$ cat src/rtl/fc_pkg.sv
// Shared types and constants for the FC layer stream feeder.
package fc_pkg;
   localparam int FC_ADDR_W    = 12;
   localparam int FC_DATA_W    = 16;
   localparam int FC_FRAC_BITS = 10;
   localparam int FC_CNT_W     = 24;

   typedef enum logic [2:0] {
      IDLE    = 3'd0,
      SEND_IN = 3'd1,
      SEND_W  = 3'd2,
      SEND_B  = 3'd3,
      RECV    = 3'd4,
      FIN     = 3'd5
   } fc_state_t;
endpackage

$ cat src/rtl/fc_stream_feeder_if.sv
// Stream handshake bundle between the feeder (master) and the FC core (slave).
interface fc_stream_feeder_if
   import fc_pkg::*;
   #(parameter int DATA_W = FC_DATA_W) ();

   logic              dout_valid;
   logic              dout_ready;
   logic [DATA_W-1:0] dout_data;
   logic              res_valid;
   logic              res_ready;
   logic [DATA_W-1:0] res_data;

   modport master (output dout_valid, dout_data, res_ready,
                   input  dout_ready, res_valid, res_data);
   modport slave  (input  dout_valid, dout_data, res_ready,
                   output dout_ready, res_valid, res_data);
endinterface

$ cat src/rtl/fc_skid_buf.sv
// Two-entry skid buffer fed by a 1-cycle-latency memory; grants read credits
// only when a slot is guaranteed, counting the read already in flight.
module fc_skid_buf
   import fc_pkg::*;
   #(parameter int DATA_W = FC_DATA_W) (
   input  logic              clk,
   input  logic              rst_n,
   input  logic              issue,
   input  logic              issue_zero,
   input  logic [DATA_W-1:0] rdata,
   output logic              slot_free,
   output logic              out_valid,
   input  logic              out_ready,
   output logic [DATA_W-1:0] out_data
);
   logic [1:0]        cnt;
   logic              infl;
   logic              infl_zero;
   logic [DATA_W-1:0] ent0;
   logic [DATA_W-1:0] ent1;
   logic              push;
   logic              pop;
   logic [DATA_W-1:0] push_data;
   logic [2:0]        occ;

   assign out_valid = (cnt != 2'd0);
   assign out_data  = ent0;
   assign pop       = out_valid && out_ready;
   assign push      = infl;
   assign push_data = infl_zero ? '0 : rdata;
   // a word leaving this cycle frees its slot for a read issued this cycle
   assign occ       = {1'b0, cnt} + {2'b00, infl} - {2'b00, pop};
   assign slot_free = (occ < 3'd2);

   always_ff @(posedge clk or negedge rst_n) begin
      if (!rst_n) begin
         cnt       <= 2'd0;
         infl      <= 1'b0;
         infl_zero <= 1'b0;
         ent0      <= '0;
         ent1      <= '0;
      end else begin
         infl      <= issue;
         infl_zero <= issue && issue_zero;
         case ({push, pop})
            2'b10: begin
               if (cnt == 2'd0) ent0 <= push_data;
               else             ent1 <= push_data;
               cnt <= cnt + 2'd1;
            end
            2'b01: begin
               ent0 <= ent1;
               cnt  <= cnt - 2'd1;
            end
            2'b11: begin
               if (cnt == 2'd1) begin
                  ent0 <= push_data;
               end else begin
                  ent0 <= ent1;
                  ent1 <= push_data;
               end
            end
            default: ;
         endcase
      end
   end
endmodule

$ cat src/rtl/fc_stream_feeder.sv
// Streams inputs, weights and biases of one FC layer to the core, then writes
// its results back. Optional stall counter: define FC_FEED_PERF_EN.
//
// state   | meaning
// IDLE    | waiting for start
// SEND_IN | input activations transferring
// SEND_W  | weights transferring (cout rows of cin)
// SEND_B  | biases (or zeros) transferring
// RECV    | accepting cout results, writing to out_base+k
// FIN     | raise done, return to IDLE
module fc_stream_feeder
   import fc_pkg::*;
   #(parameter int ADDR_W = FC_ADDR_W,
     parameter int DATA_W = FC_DATA_W) (
   input  logic                 clk,
   input  logic                 rst_n,
   input  logic                 start,
   input  logic [11:0]          cin,
   input  logic [11:0]          cout,
   input  logic                 has_bias,
   input  logic [ADDR_W-1:0]    in_base,
   input  logic [ADDR_W-1:0]    w_base,
   input  logic [ADDR_W-1:0]    b_base,
   input  logic [ADDR_W-1:0]    out_base,
   output logic                 mem_ren,
   output logic [ADDR_W-1:0]    mem_raddr,
   input  logic [DATA_W-1:0]    mem_rdata,
   output logic                 mem_wen,
   output logic [ADDR_W-1:0]    mem_waddr,
   output logic [DATA_W-1:0]    mem_wdata,
   fc_stream_feeder_if.master   strm,
   output logic                 busy,
   output logic                 done
`ifdef FC_FEED_PERF_EN
   , output logic [31:0]        stall_cnt
`endif
);
   fc_state_t           state;
   fc_state_t           rd_state;
   logic [FC_CNT_W-1:0] xfer_left;
   logic [FC_CNT_W-1:0] rd_left;
   logic [FC_CNT_W-1:0] prod_r;
   logic [11:0]         cout_r;
   logic                has_bias_r;
   logic [ADDR_W-1:0]   w_base_r;
   logic [ADDR_W-1:0]   b_base_r;
   logic [ADDR_W-1:0]   rd_addr;
   logic [ADDR_W-1:0]   wr_addr;
   logic                start_ok;
   logic                start_go;
   logic                xfer;
   logic                acc;
   logic                slot_free;
   logic                issue;
   logic                issue_zero;

   assign start_ok   = start && (state == IDLE);
   assign start_go   = start_ok && (cin != 12'd0) && (cout != 12'd0);
   assign xfer       = strm.dout_valid && strm.dout_ready;
   assign acc        = (state == RECV) && strm.res_valid && strm.res_ready;
   assign issue      = (rd_state != IDLE) && slot_free;
   assign issue_zero = (rd_state == SEND_B) && !has_bias_r;

   assign mem_ren    = issue && !issue_zero;
   assign mem_raddr  = rd_addr;
   assign mem_wen    = acc;
   assign mem_waddr  = wr_addr;
   assign mem_wdata  = acc ? strm.res_data : '0;

   fc_skid_buf #(.DATA_W(DATA_W)) u_skid (
      .clk        (clk),
      .rst_n      (rst_n),
      .issue      (issue),
      .issue_zero (issue_zero),
      .rdata      (mem_rdata),
      .slot_free  (slot_free),
      .out_valid  (strm.dout_valid),
      .out_ready  (strm.dout_ready),
      .out_data   (strm.dout_data)
   );

   // Read sequencer runs ahead of the transfer FSM but strictly in stream
   // order, so phases overlap without any reordering.
   always_ff @(posedge clk or negedge rst_n) begin
      if (!rst_n) begin
         rd_state <= IDLE;
         rd_left  <= '0;
         rd_addr  <= '0;
      end else if (start_go) begin
         rd_state <= SEND_IN;
         rd_left  <= {12'd0, cin};
         rd_addr  <= in_base;
      end else if (issue) begin
         if (rd_left == 24'd1) begin
            case (rd_state)
               SEND_IN: begin
                  rd_state <= SEND_W;
                  rd_left  <= prod_r;
                  rd_addr  <= w_base_r;
               end
               SEND_W: begin
                  rd_state <= SEND_B;
                  rd_left  <= {12'd0, cout_r};
                  rd_addr  <= b_base_r;
               end
               default: begin
                  rd_state <= IDLE;
                  rd_left  <= '0;
               end
            endcase
         end else begin
            rd_left <= rd_left - 24'd1;
            rd_addr <= rd_addr + 1'b1;
         end
      end
   end

   always_ff @(posedge clk or negedge rst_n) begin
      if (!rst_n) begin
         state          <= IDLE;
         xfer_left      <= '0;
         prod_r         <= '0;
         cout_r         <= '0;
         has_bias_r     <= 1'b0;
         w_base_r       <= '0;
         b_base_r       <= '0;
         wr_addr        <= '0;
         busy           <= 1'b0;
         done           <= 1'b0;
         strm.res_ready <= 1'b0;
      end else begin
         case (state)
            IDLE: begin
               done <= 1'b0;
               if (start) begin
                  prod_r     <= 24'(cin) * 24'(cout);
                  cout_r     <= cout;
                  has_bias_r <= has_bias;
                  w_base_r   <= w_base;
                  b_base_r   <= b_base;
                  wr_addr    <= out_base;
                  xfer_left  <= {12'd0, cin};
                  busy       <= 1'b1;
                  state      <= ((cin == 12'd0) || (cout == 12'd0)) ? FIN : SEND_IN;
               end
            end
            SEND_IN: if (xfer) begin
               if (xfer_left == 24'd1) begin
                  state     <= SEND_W;
                  xfer_left <= prod_r;
               end else begin
                  xfer_left <= xfer_left - 24'd1;
               end
            end
            SEND_W: if (xfer) begin
               if (xfer_left == 24'd1) begin
                  state     <= SEND_B;
                  xfer_left <= {12'd0, cout_r};
               end else begin
                  xfer_left <= xfer_left - 24'd1;
               end
            end
            SEND_B: if (xfer) begin
               if (xfer_left == 24'd1) begin
                  state          <= RECV;
                  xfer_left      <= {12'd0, cout_r};
                  strm.res_ready <= 1'b1;
               end else begin
                  xfer_left <= xfer_left - 24'd1;
               end
            end
            RECV: if (acc) begin
               wr_addr <= wr_addr + 1'b1;
               if (xfer_left == 24'd1) begin
                  state          <= FIN;
                  strm.res_ready <= 1'b0;
               end else begin
                  xfer_left <= xfer_left - 24'd1;
               end
            end
            FIN: begin
               done  <= 1'b1;
               busy  <= 1'b0;
               state <= IDLE;
            end
            default: state <= IDLE;
         endcase
      end
   end

`ifdef FC_FEED_PERF_EN
   always_ff @(posedge clk or negedge rst_n) begin
      if (!rst_n) begin
         stall_cnt <= '0;
      end else if (start_ok) begin
         stall_cnt <= '0;
      end else if ((((state == SEND_IN) || (state == SEND_W) || (state == SEND_B)) &&
                    strm.dout_valid && !strm.dout_ready) ||
                   ((state == RECV) && !strm.res_valid)) begin
         stall_cnt <= stall_cnt + 32'd1;
      end
   end
`endif
endmodule

$ cat src/flat_wrapper.sv
// flat-port wrapper written by rule: the top's interface ports become plain ports
module fc_stream_feeder_flat import fc_pkg::*;
#(parameter int ADDR_W = FC_ADDR_W,
     parameter int DATA_W = FC_DATA_W)
  (clk, rst_n, start, cin, cout, has_bias, in_base, w_base, b_base, out_base, mem_ren, mem_raddr, mem_rdata, mem_wen, mem_waddr, mem_wdata, busy, done, strm_dout_valid, strm_dout_data, strm_res_ready, strm_dout_ready, strm_res_valid, strm_res_data);
  fc_stream_feeder_if #(.DATA_W(DATA_W)) strm_i ();
  input  logic clk;
  input  logic rst_n;
  input  logic start;
  input  logic [11:0] cin;
  input  logic [11:0] cout;
  input  logic has_bias;
  input  logic [ADDR_W-1:0] in_base;
  input  logic [ADDR_W-1:0] w_base;
  input  logic [ADDR_W-1:0] b_base;
  input  logic [ADDR_W-1:0] out_base;
  output logic mem_ren;
  output logic [ADDR_W-1:0] mem_raddr;
  input  logic [DATA_W-1:0] mem_rdata;
  output logic mem_wen;
  output logic [ADDR_W-1:0] mem_waddr;
  output logic [DATA_W-1:0] mem_wdata;
  output logic busy;
  output logic done;
  output wire logic [$bits(strm_i.dout_valid)-1:0] strm_dout_valid;
  output wire logic [$bits(strm_i.dout_data)-1:0] strm_dout_data;
  output wire logic [$bits(strm_i.res_ready)-1:0] strm_res_ready;
  input wire logic [$bits(strm_i.dout_ready)-1:0] strm_dout_ready;
  input wire logic [$bits(strm_i.res_valid)-1:0] strm_res_valid;
  input wire logic [$bits(strm_i.res_data)-1:0] strm_res_data;
  assign strm_dout_valid = strm_i.dout_valid;
  assign strm_dout_data = strm_i.dout_data;
  assign strm_res_ready = strm_i.res_ready;
  assign strm_i.dout_ready = strm_dout_ready;
  assign strm_i.res_valid = strm_res_valid;
  assign strm_i.res_data = strm_res_data;
  fc_stream_feeder #(.ADDR_W(ADDR_W), .DATA_W(DATA_W)) u_core (.clk(clk), .rst_n(rst_n), .start(start), .cin(cin), .cout(cout), .has_bias(has_bias), .in_base(in_base), .w_base(w_base), .b_base(b_base), .out_base(out_base), .mem_ren(mem_ren), .mem_raddr(mem_raddr), .mem_rdata(mem_rdata), .mem_wen(mem_wen), .mem_waddr(mem_waddr), .mem_wdata(mem_wdata), .strm(strm_i), .busy(busy), .done(done));
endmodule
$ cat config.mk
export PLATFORM = sky130hd
export DESIGN_NAME = fc_stream_feeder_flat
export DESIGN_NICKNAME = d
export VERILOG_FILES = /design/src/rtl/fc_pkg.sv /design/src/rtl/fc_stream_feeder_if.sv /design/src/rtl/fc_skid_buf.sv /design/src/rtl/fc_stream_feeder.sv /design/src/flat_wrapper.sv
export SDC_FILE = /design/constraint.sdc
export NUM_CORES = 1
export LEC_CHECK = 0
export BUFFER_PORTS_ARGS = -buffer_cell sky130_fd_sc_hd__buf_4
export CORE_MARGIN = 4
export CORE_UTILIZATION = 45
export CTS_BUF_LIST = sky130_fd_sc_hd__clkbuf_16
export DETAILED_ROUTE_END_ITERATION = 7
export GPL_TIMING_DRIVEN = 0
export REMOVE_ABC_BUFFERS = 1
export SYNTH_ARGS = -nofsm -noshare
export SYNTH_HDL_FRONTEND = slang
export SYNTH_SLANG_ARGS = --single-unit
$ cat constraint.sdc
create_clock -name clk -period 6.8 [get_ports clk]
set_clock_uncertainty 0.1 [all_clocks]
set_input_delay 0.34 -clock clk [delete_from_list [all_inputs] [get_ports clk]]
set_output_delay 0.34 -clock clk [all_outputs]
set_load 0.005 [all_outputs]
==> results.txt, run 1 <==
Crit path buf inv count -> 5
Most used cell along the critical path -> fa_1
Final nets -> 2,197
Die area -> 35,800 um^2
Vias in the first global route -> 13,184
Max Freq -> 191 MHz
Setup repair after global routing missed its margin -> no
Netlist cell types -> 69
Hpwl dp -> 31,400 um
Synth Flop Type -> dfrtp_1
Total power -> 5290 uW
Fin crit share -> 77.2%
Area leader, netlist -> dfrtp_1
Clock Root Buffer -> clkbuf_16
# IOs -> 172
Synth top area share -> 30.0%
H-tree depth -> 4
Clock latency on the worst-skew pair -> 0.44 ns
Hold Path Class -> in2reg
Placed instance area -> 16,400 um^2
Number of enable flip-flop cells after synthesis -> 0
Synth area leaders -> dfrtp_1 (30%), fa_1 (14%), nand2_1 (9.2%)
Dpl ws -> 1.13 ns
Initial antenna violation count -> 0
Worst EP arrival -> 5.52 ns
Drt pass-1 iters -> 7
Post-synthesis compound-gate area fraction -> 17.2%
Syn_area_per_cell -> 8.28 um^2
Post-Synth Simple-Gate Area -> 21.1%
Syn Std Cell Area -> 14,800 um^2
Core Box Area -> 32,500 um^2
Remaining DRCs -> 0
Async set or reset register ratio after synthesis -> 100%
Power density over cell area -> 306 nW/um^2
Critical Path Fanout Max -> 15
Via/cell ratio -> 5.68
Delay-heaviest family, CP -> adder cells
WHS Path Cells -> 3
Kind of critical path -> in2reg
Critical Path Sink Type -> flop
Hold_ws -> 0.0144 ns
Final wirelength -> 43,800 um
DRT iter0 DRCs -> 995
Lkg Pwr -> 0.00818 uW
CTS Buf Count -> 17
Final setup margin -> 1.55 ns
Number of cell rows -> 66
Crit path launch type -> input pin
I/O Buffers -> 171
Adder-cell share of the synthesized area -> 20.2%
Ys Warns -> 0
Crit. path cell count -> 19
Least-Margin Pin Slew -> 1.25 ns
Commonest non-fill, non-tap cell in the layout -> nand2_1
Mapped Cells -> 1,784
Xor/xnor share of the synthesized area -> 2.02%
Area Growth Syn to Fin -> 17.0%
Largest family of logic cells by synthesized area -> simple AND/OR/NAND/NOR gates
Grt total ovfl -> 0
Min cycle time layout -> 5.25 ns
Mux cell area share after synthesis -> 2.34%
Sequential fraction of the synthesis area -> 30.0%
Post-route cell area -> 17,300 um^2
DIE HEIGHT -> 189 um
Setup Viol. Count Final -> 0
CP required -> 7.07 ns
FF+latch count, synth -> 177
Routed WL per cell -> 18.5 um
Commonest cells after routing, fill and taps aside -> nand2_1 (361), dfrtp_1 (177), buf_4 (175)
Clock Sinks -> 177
Max Cap Viol -> 0
Slew Limit Headroom -> 16.6%
Post-route ant nets -> 0
Layout cells sized above 1 -> 13.3%
GPL Wtd Cong -> 0.887
Clock transition at path regs -> 0.08 ns
CP Cell Sequence -> buf_4 -> and2_1 -> fa_1 -> inv_1 -> fa_1 -> inv_1 -> fa_1 -> fa_1 -> inv_1 -> fa_1 -> inv_1 -> ha_1 -> o21a_1 -> o211ai_1 -> a31o_2 -> a211oi_1 -> a311oi_1 -> or4_1 -> nand3_1
Final hold viol count -> 0
GRT Resource Usage Total -> 24.3%
Largest net degree at the start of global routing -> 94
Clock buffer depth -> 2
Initial cell density of the core -> 45.5%
R2r setup slk -> 1.76 ns
Ant. Diodes -> 0
Max incr delay on CP -> 0.53 ns
CTS tree -> built
Outcome -> finished clean
Via count -> 13,434
Reg2reg path depth -> 12
Die Wd -> 189 um
Maximum VDD drop -> 0.000193 V
Slowest CP cell -> fa_1
First-pass GRT wire length -> 70,200 um
Fill count -> 3,067
Slew Viols, Final -> 0
==> cell type report <==
class | instances | area, um^2 | area share, %
multi-input combinational | 1332 | 9330 | 54.0
inverter | 169 | 634 | 3.67
timing repair buffer | 212 | 1770 | 10.3
sequential | 177 | 4430 | 25.6
clock inverter | 15 | 140 | 0.811
tap | 442 | 553 | 3.20
clock buffer | 17 | 425 | 2.46
==> per-layer routing <==
metal / track usage, % / share of wire [%] / routed length, um
met1: 33.2 / 44 / 19300
met5: 0 / 0 / 0
met3: 2.91 / 5.9 / 2600
met4: 9.36 / 3.2 / 1410
met2: 39.7 / 47 / 20500
==> cell usage after synthesis (3+ instances only) <==
| master | instances |
|---|---|
| a211oi_1 | 12 |
| a21o_1 | 10 |
| a21oi_1 | 94 |
| a221o_1 | 3 |
| a221oi_1 | 16 |
| a22oi_1 | 27 |
| a311oi_1 | 4 |
| a31oi_1 | 24 |
| a32o_1 | 6 |
| a32oi_1 | 7 |
| and2_1 | 76 |
| and3_1 | 13 |
| buf_1 | 7 |
| buf_2 | 6 |
| clkbuf_1 | 92 |
| dfrtp_1 | 177 |
| fa_1 | 101 |
| ha_1 | 77 |
| inv_1 | 167 |
| mux2_2 | 20 |
| mux2i_1 | 12 |
| nand2_1 | 361 |
| nand2b_1 | 3 |
| nand3_1 | 42 |
| nand4_1 | 5 |
| nor2_1 | 84 |
| nor2b_1 | 22 |
| nor3_1 | 27 |
| nor4_1 | 16 |
| nor4b_1 | 3 |
| o211ai_1 | 15 |
| o21a_1 | 9 |
| o21ai_0 | 121 |
| o21ai_1 | 3 |
| o221ai_1 | 4 |
| o22ai_1 | 17 |
| o31ai_1 | 11 |
| or2_2 | 5 |
| or3_1 | 4 |
| or4_1 | 9 |
| xnor2_1 | 21 |
| xor2_1 | 13 |
==> cell families (layout without fill, tap and decap cells) <==
logic type / Yosys count / count (layout)
compound gates: 406 / 406
xor+xnor: 34 / 34
fa+ha+maj: 178 / 178
buf+inv: 275 / 413
flops: 177 / 177
mux: 32 / 32
simple gates: 682 / 682
==> path summary, 6_finish.rpt <==
check / from / end
setup / recovery: cin[5] / u_core.prod_r[22]
setup reg to reg: u_core.u_skid.cnt[1] / u_core.rd_left[5]
max in group asynchronous: rst_n / u_core.xfer_left[11]
hold / removal: in_base[11] / u_core.mem_raddr[11]
min in group asynchronous: rst_n / u_core.b_base_r[5]
hold reg to reg: u_core.b_base_r[1] / u_core.b_base_r[1]
==> where the power goes <==
group,internal (uW),total (uW),switching [uW]
logic,1220,2860,1640
registers,1270,1460,194
clock network,487,968,482
total,2970,5290,2320
==> state kept, by name, indices dropped and copies added (netlist names), 12 cells and up <==
| signal | flops |
|---|---|
| u_core.b_base_r | 12 |
| u_core.cout_r | 12 |
| u_core.mem_raddr | 12 |
| u_core.mem_waddr | 12 |
| u_core.prod_r | 24 |
| u_core.rd_left | 24 |
| u_core.u_skid.ent1 | 16 |
| u_core.u_skid.out_data | 16 |
| u_core.w_base_r | 12 |
| u_core.xfer_left | 24 |
==> worst reg2reg max path, delay by kind of cell, from the launching register on <==
family	cells	cell delay, ns
AO/OA/AOI/OAI	3	0.56
buffers and inverters	2	0.83
AND/OR/NAND/NOR	4	1.93
flip-flops	1	0.43
adder cells (fa/ha/maj)	3	1.11
==> timing repair <==
item                       CTS  global route
setup endpoints to repair    0             0
setup buffers                0             0
hold endpoints to repair   110             0
hold buffers                27             0
resized for setup            0             0
==> per-stage QoR <==
step	TNS (ns)	std cells	utilization [%]
after CTS	0	2364	53.3
after global placement	-117.38	2291	49.9
after detailed placement	0	2305	50.7
after global routing	0	2364	53.3
final	0	2364	53.3
after floorplan	0	1678	-
(Power assumes the default switching activity.)
==> run 2: changes to the inputs <==
==> constraint.sdc (replaced) <==
create_clock -name clk -period 5.2 [get_ports clk]
set_clock_uncertainty 0.1 [all_clocks]
set_input_delay 0.26 -clock clk [delete_from_list [all_inputs] [get_ports clk]]
set_output_delay 0.26 -clock clk [all_outputs]
set_load 0.005 [all_outputs]
==> run 2 against run 1 <==
  * Design area increased by 1.3%
  * Count of clock-buffer cells in the layout is the same
  * Clock power is 30% higher
  * Final cell count is 0.76% higher
  * Combinational power is 35% higher
  * Via count is essentially flat
  * Sequential share of layout area down 0.34 points
==> results.txt, run 2 (same netlist as run 1, synthesis figures left out) <==
Remaining DRCs -> 0
Clock Sinks -> 177
DIE HEIGHT -> 189 um
Layout cells sized above 1 -> 13.5%
Vias in the first global route -> 13,282
Commonest non-fill, non-tap cell in the layout -> nand2_1
Power density over cell area -> 401 nW/um^2
Max incr delay on CP -> 0.57 ns
Worst EP arrival -> 5.18 ns
Max Cap Viol -> 0
Max Freq -> 200 MHz
Clock latency on the worst-skew pair -> 0.44 ns
GRT Resource Usage Total -> 24.4%
# placed instances -> 2,305
Clock transition at path regs -> 0.07 ns
Post-route ant nets -> 0
Area Growth Syn to Fin -> 18.6%
Routed WL per cell -> 18.5 um
CP Cell Sequence -> buf_4 -> nand2_1 -> fa_1 -> fa_1 -> fa_1 -> inv_1 -> fa_1 -> inv_1 -> fa_1 -> inv_1 -> ha_1 -> a21o_1 -> or3_1 -> o211ai_1 -> a21oi_1 -> a211oi_2 -> xor2_1 -> o21ai_0
Critical Path Fanout Max -> 14
CTS tree -> built
Largest net degree at the start of global routing -> 94
Initial antenna violation count -> 0
Sw Share -> 43.8%
Fin crit share -> 96.0%
Maximum VDD drop -> 0.000248 V
Final setup margin -> 0.206 ns
Critical Path Sink Type -> flop
Ant. Diodes -> 0
Drt pass-1 iters -> 6
Dpl ws -> -0.393 ns
Final wirelength -> 44,200 um
Clock buffer depth -> 2
Core Box Area -> 32,500 um^2
# IOs -> 172
Commonest cells after routing, fill and taps aside -> nand2_1 (361), dfrtp_1 (177), buf_4 (173)
R2r setup slk -> 0.69 ns
Lkg Pwr -> 0.00826 uW
Via/cell ratio -> 5.64
Die area -> 35,800 um^2
Reg2reg path depth -> 7
Fill count -> 3,054
Via count -> 13,425
CTS Buf Count -> 17
First-pass GRT wire length -> 70,700 um
Total power -> 7030 uW
Initial cell density of the core -> 45.5%
Sw power -> 3080 uW
Least-Margin Pin Slew -> 1.27 ns
Setup repair after global routing missed its margin -> no
Hold Path Class -> in2reg
Layout Cells excl Fill -> 2,382
Min cycle time layout -> 4.99 ns
Final nets -> 2,215
Grt total ovfl -> 0
CP required -> 5.38 ns
Slowest CP cell -> fa_1
Slew Viols, Final -> 0
Outcome -> finished clean
Hpwl dp -> 31,400 um
Worst Setup SP -> cout[3]
DRT iter0 DRCs -> 1,047
Slew Limit Headroom -> 15.4%
GPL Wtd Cong -> 0.887
RR Startpoint -> u_core.state[1]
Clock power share -> 18.0%
Final hold viol count -> 0
Number of cell rows -> 66
H-tree depth -> 4
Clock Root Buffer -> clkbuf_16
Worst R2R End -> u_core.xfer_left[21]
Setup Viol. Count Final -> 0
Crit path launch type -> input pin
Worst setup path endpoint -> u_core.prod_r[19]
Die Wd -> 189 um
Logic pwr share -> 54.8%
I/O Buffers -> 171
Final core utilization -> 54.0%
Most used cell along the critical path -> fa_1
Flop pwr share -> 27.2%
Kind of critical path -> in2reg
Internal power -> 3950 uW
Largest regs -> u_core.prod_r (24), u_core.rd_left (24), u_core.xfer_left (24)
run 2: worst max-delay path: cells and delay by family:
kind	cells	cell delay, ns
compound gates	5	1.09
xor+xnor	1	0.19
fa+ha+maj	6	2.87
buf+inv	4	0.35
simple gates	2	0.43
run 2: final cells by class:
cell class	instances	area (um^2)	share of cell area, %
Clock buffer	17	425	2.43
Clock inverter	15	140	0.800
Inverter	169	638	3.64
Multi-Input combinational cell	1332	9370	53.5
Sequential cell	177	4430	25.3
Tap cell	442	553	3.16
Timing Repair Buffer	230	1960	11.2
run 2: repair_timing:
| item | 4_1_cts | 5_1_grt |
|---|---|---|
| buffers inserted | 0 | 1 |
| resized for setup | 0 | 10 |
| endpoints found under the hold margin | 127 | 0 |
| setup endpoints to repair | 0 | 8 |
| hold buffers | 44 | 0 |
run 2: how the worst min path moves through the flow:
stage                            endpoint  depth (start not counted)      startpoint  slack [ns]
detailed placement     u_core.b_base_r[4]                          1           rst_n        0.21
CTS                  u_core.mem_waddr[10]                          3    out_base[10]        0.02
global placement       u_core.w_base_r[4]                          3       w_base[4]        0.35
floorplan              u_core.b_base_r[0]                          0           rst_n       -0.14
global route         u_core.mem_waddr[10]                          3    out_base[10]        0.05
finish              u_core.strm.res_ready                          4  strm_res_valid        0.04
run 2: power groups by stage:
stage	Clock (uW)	Sequential (uW)	Combinational [uW]
floorplan	0	1870	2670
global placement	0	1920	3610
detailed placement	0	1930	3710
CTS	1290	1900	3760
global route	1330	1950	4370
finish	1260	1910	3850
run 2: routing by layer:
metal / GRT usage (%) / up-vias / share of wire [%]
met5: 0 / - / 0
met1: 33.4 / 6533 / 44
met4: 9.47 / 0 / 3.2
met3: 2.82 / 88 / 5.5
met2: 40.1 / 471 / 47
li1: - / 6333 / -
run 2: stage by stage:
| step | hold WS [ns] | setup TNS, ns | instance area [um^2] |
|---|---|---|---|
| detailed placement | 0.211 | -1.60 | 16400 |
| finish | 0.0398 | 0 | 17500 |
| global route | 0.0522 | 0 | 17500 |
| floorplan | -0.136 | -17.13 | 14400 |
| global placement | 0.353 | -250.19 | 16200 |
| CTS | 0.0222 | 0 | 17500 |
==> run 3: changes to the inputs <==
--- a/config.mk
+++ b/config.mk
@@ -11,6 +11,7 @@
 export CTS_BUF_LIST = sky130_fd_sc_hd__clkbuf_16
 export DETAILED_ROUTE_END_ITERATION = 7
 export GPL_TIMING_DRIVEN = 0
+export PLACE_DENSITY_LB_ADDON = 0.05
 export REMOVE_ABC_BUFFERS = 1
 export SYNTH_ARGS = -nofsm -noshare
 export SYNTH_HDL_FRONTEND = slang
==> run 3 against run 2 <==
  * Maximum frequency increased by 0.60%
  * Register-to-register slack got worse by 0.23 ns
  * Critical path type unchanged
  * Final cell count about the same
  * Largest power group unchanged
  * Global-route usage increased by 0.13 points
  * Critical endpoint is now u_core.prod_r[22]
  * Core utilization about the same
==> results.txt, run 3 (same netlist as run 1, synthesis figures left out) <==
Outcome -> finished clean
Routed WL per cell -> 18.5 um
WHS Path Cells -> 4
Least-Margin Pin Slew -> 1.27 ns
Internal power -> 3960 uW
Layout cells sized above 1 -> 13.5%
Commonest cells after routing, fill and taps aside -> nand2_1 (361), dfrtp_1 (177), buf_4 (172)
FF/Latch Area -> 4430 um^2
Via count -> 13,334
Min cycle time layout -> 4.96 ns
Final nets -> 2,216
Fill count -> 3,140
First-pass GRT wire length -> 70,700 um
CP required -> 5.48 ns
Clock latency on the worst-skew pair -> 0.45 ns
CTS tree -> built
Multi-input logic area -> 9360 um^2
Max Cap Viol -> 0
Clock buffer depth -> 2
Met3 usage -> 4.11%
Sw power -> 3030 uW
Kind of critical path -> in2reg
I/O Buffers -> 171
Drt pass-1 iters -> 8
Slew Limit Headroom -> 15.3%
Crit path buf inv count -> 5
GRT Resource Usage Total -> 24.5%
Power density over cell area -> 399 nW/um^2
Core Box Area -> 32,500 um^2
Vias in the first global route -> 13,189
Grt total ovfl -> 0
Max Freq -> 201 MHz
Setup Viol. Count Final -> 0
DIE HEIGHT -> 189 um
Worst R2R End -> u_core.xfer_left[21]
DRT iter0 DRCs -> 1,014
Fin crit share -> 95.5%
RR Startpoint -> u_core.state[1]
Crit path launch type -> input pin
Hold_ws -> 0.0225 ns
Via/cell ratio -> 5.60
Layout Cells excl Fill -> 2,383
Die area -> 35,800 um^2
Initial cell density of the core -> 45.5%
R2r setup slk -> 0.46 ns
Commonest non-fill, non-tap cell in the layout -> nand2_1
CP Cell Sequence -> buf_4 -> and2_1 -> fa_1 -> inv_1 -> fa_1 -> inv_1 -> fa_1 -> fa_1 -> inv_1 -> fa_1 -> inv_1 -> ha_1 -> o21a_1 -> o211ai_1 -> a31o_2 -> a211oi_4 -> a311oi_1 -> or4_1 -> nand3_1
Delay-heaviest family, CP -> adder cells
Critical Path Fanout Max -> 14
Max incr delay on CP -> 0.54 ns
Clock Sinks -> 177
Post-route ant nets -> 0
# placed instances -> 2,306
Remaining DRCs -> 0
Grt peak-use layer -> met2
Final hold viol count -> 0
Largest regs -> u_core.prod_r (24), u_core.rd_left (24), u_core.xfer_left (24)
Clock transition at path regs -> 0.08 ns
Slew Viols, Final -> 0
Number of cell rows -> 66
Lkg Pwr -> 0.00827 uW
Global-route met2 utilization -> 40.4%
Initial antenna violation count -> 0
Hpwl dp -> 31,100 um
Worst EP arrival -> 5.24 ns
Maximum VDD drop -> 0.000236 V
Clock Root Buffer -> clkbuf_16
CTS Buf Count -> 17
Slowest CP cell -> fa_1
Critical Path Sink Type -> flop
Die Wd -> 189 um
Area Growth Syn to Fin -> 18.6%
Clock power share -> 18.9%
Worst Hold End -> u_core.strm.res_ready
Total power -> 6990 uW
Hold Path Class -> in2reg
# IOs -> 172
Most used cell along the critical path -> fa_1
Ant. Diodes -> 0
Sw Share -> 43.4%
Flop pwr share -> 27.2%
H-tree depth -> 4
Final wirelength -> 44,100 um
GPL Wtd Cong -> 0.886
Largest net degree at the start of global routing -> 105
GR Util met1 -> 33.5%
Logic pwr share -> 53.8%
Origin of the worst min-delay path -> strm_res_valid
Reg2reg path depth -> 7
## run 3: worst reg2reg max path, stage by stage (launching register included)
cell and delay (ns):
dfrtp_1 0.68, nor2_1 0.92, nand2_1 0.82, nor2_1 1.01, nand2_1 0.15, o21ai_1 0.58, o21ai_1 0.16, a21o_1 0.22
## run 3: stage by stage
| stage | utilization, % | TNS (ns) | instance area [um^2] | worst slack (ns) |
|---|---|---|---|---|
| 2_1_floorplan | - | -17.13 | 14400 | -1.32 |
| 3_3_place_gp | 49.9 | -259.50 | 16200 | -6.79 |
| 3_5_place_dp | 50.7 | -1.80 | 16400 | -0.466 |
| 4_1_cts | 53.9 | 0 | 17500 | 0.0778 |
| 5_1_grt | 54.0 | -0.0454 | 17500 | -0.0454 |
| 6_report | 54.0 | 0 | 17500 | 0.236 |
## run 3: area by class of cell
| class | instances | share of cell area [%] |
|---|---|---|
| clock buffers | 17 | 2.43 |
| clock inverters | 15 | 0.943 |
| inverters | 169 | 3.64 |
| multi-input cells | 1332 | 53.4 |
| flip-flops and latches | 177 | 25.3 |
| well taps | 442 | 3.16 |
| repair buffers | 231 | 11.1 |
## run 3: what timing repair did
action | in CTS | in global routing
endpoints found under the setup margin | 1 | 12
cloned | 0 | 0
hold endpoints to repair | 146 | 0
pin swaps | 0 | 1
buffers inserted | 0 | 1
hold buffers | 44 | 0
resized for setup | 1 | 6
## run 3: how the worst max path moves through the flow
stage	start	end	slack, ns	depth (start not counted)
2_1_floorplan	u_core.state[2]	u_core.rd_left[23]	-1.32	4
3_3_place_gp	u_core.state[2]	u_core.rd_left[23]	-6.79	4
3_5_place_dp	cin[5]	u_core.prod_r[22]	-0.47	19
4_1_cts	cin[7]	u_core.prod_r[19]	0.08	18
5_1_grt	cin[7]	u_core.prod_r[19]	-0.05	19
6_report	cout[6]	u_core.prod_r[22]	0.24	19
## run 3: routing by layer
layer,part of all wire (%),up-vias
met1,45,6493
met5,0,-
met4,2.5,0
met3,6.3,61
met2,47,454
li1,-,6326
## run 3: power groups by stage
stage | Sequential (uW) | Clock (uW) | Combinational [uW]
6_report | 1910 | 1320 | 3770
3_3_place_gp | 1920 | 0 | 3600
5_1_grt | 1950 | 1410 | 4300
3_5_place_dp | 1920 | 0 | 3690
4_1_cts | 1900 | 1360 | 3750
2_1_floorplan | 1870 | 0 | 2670
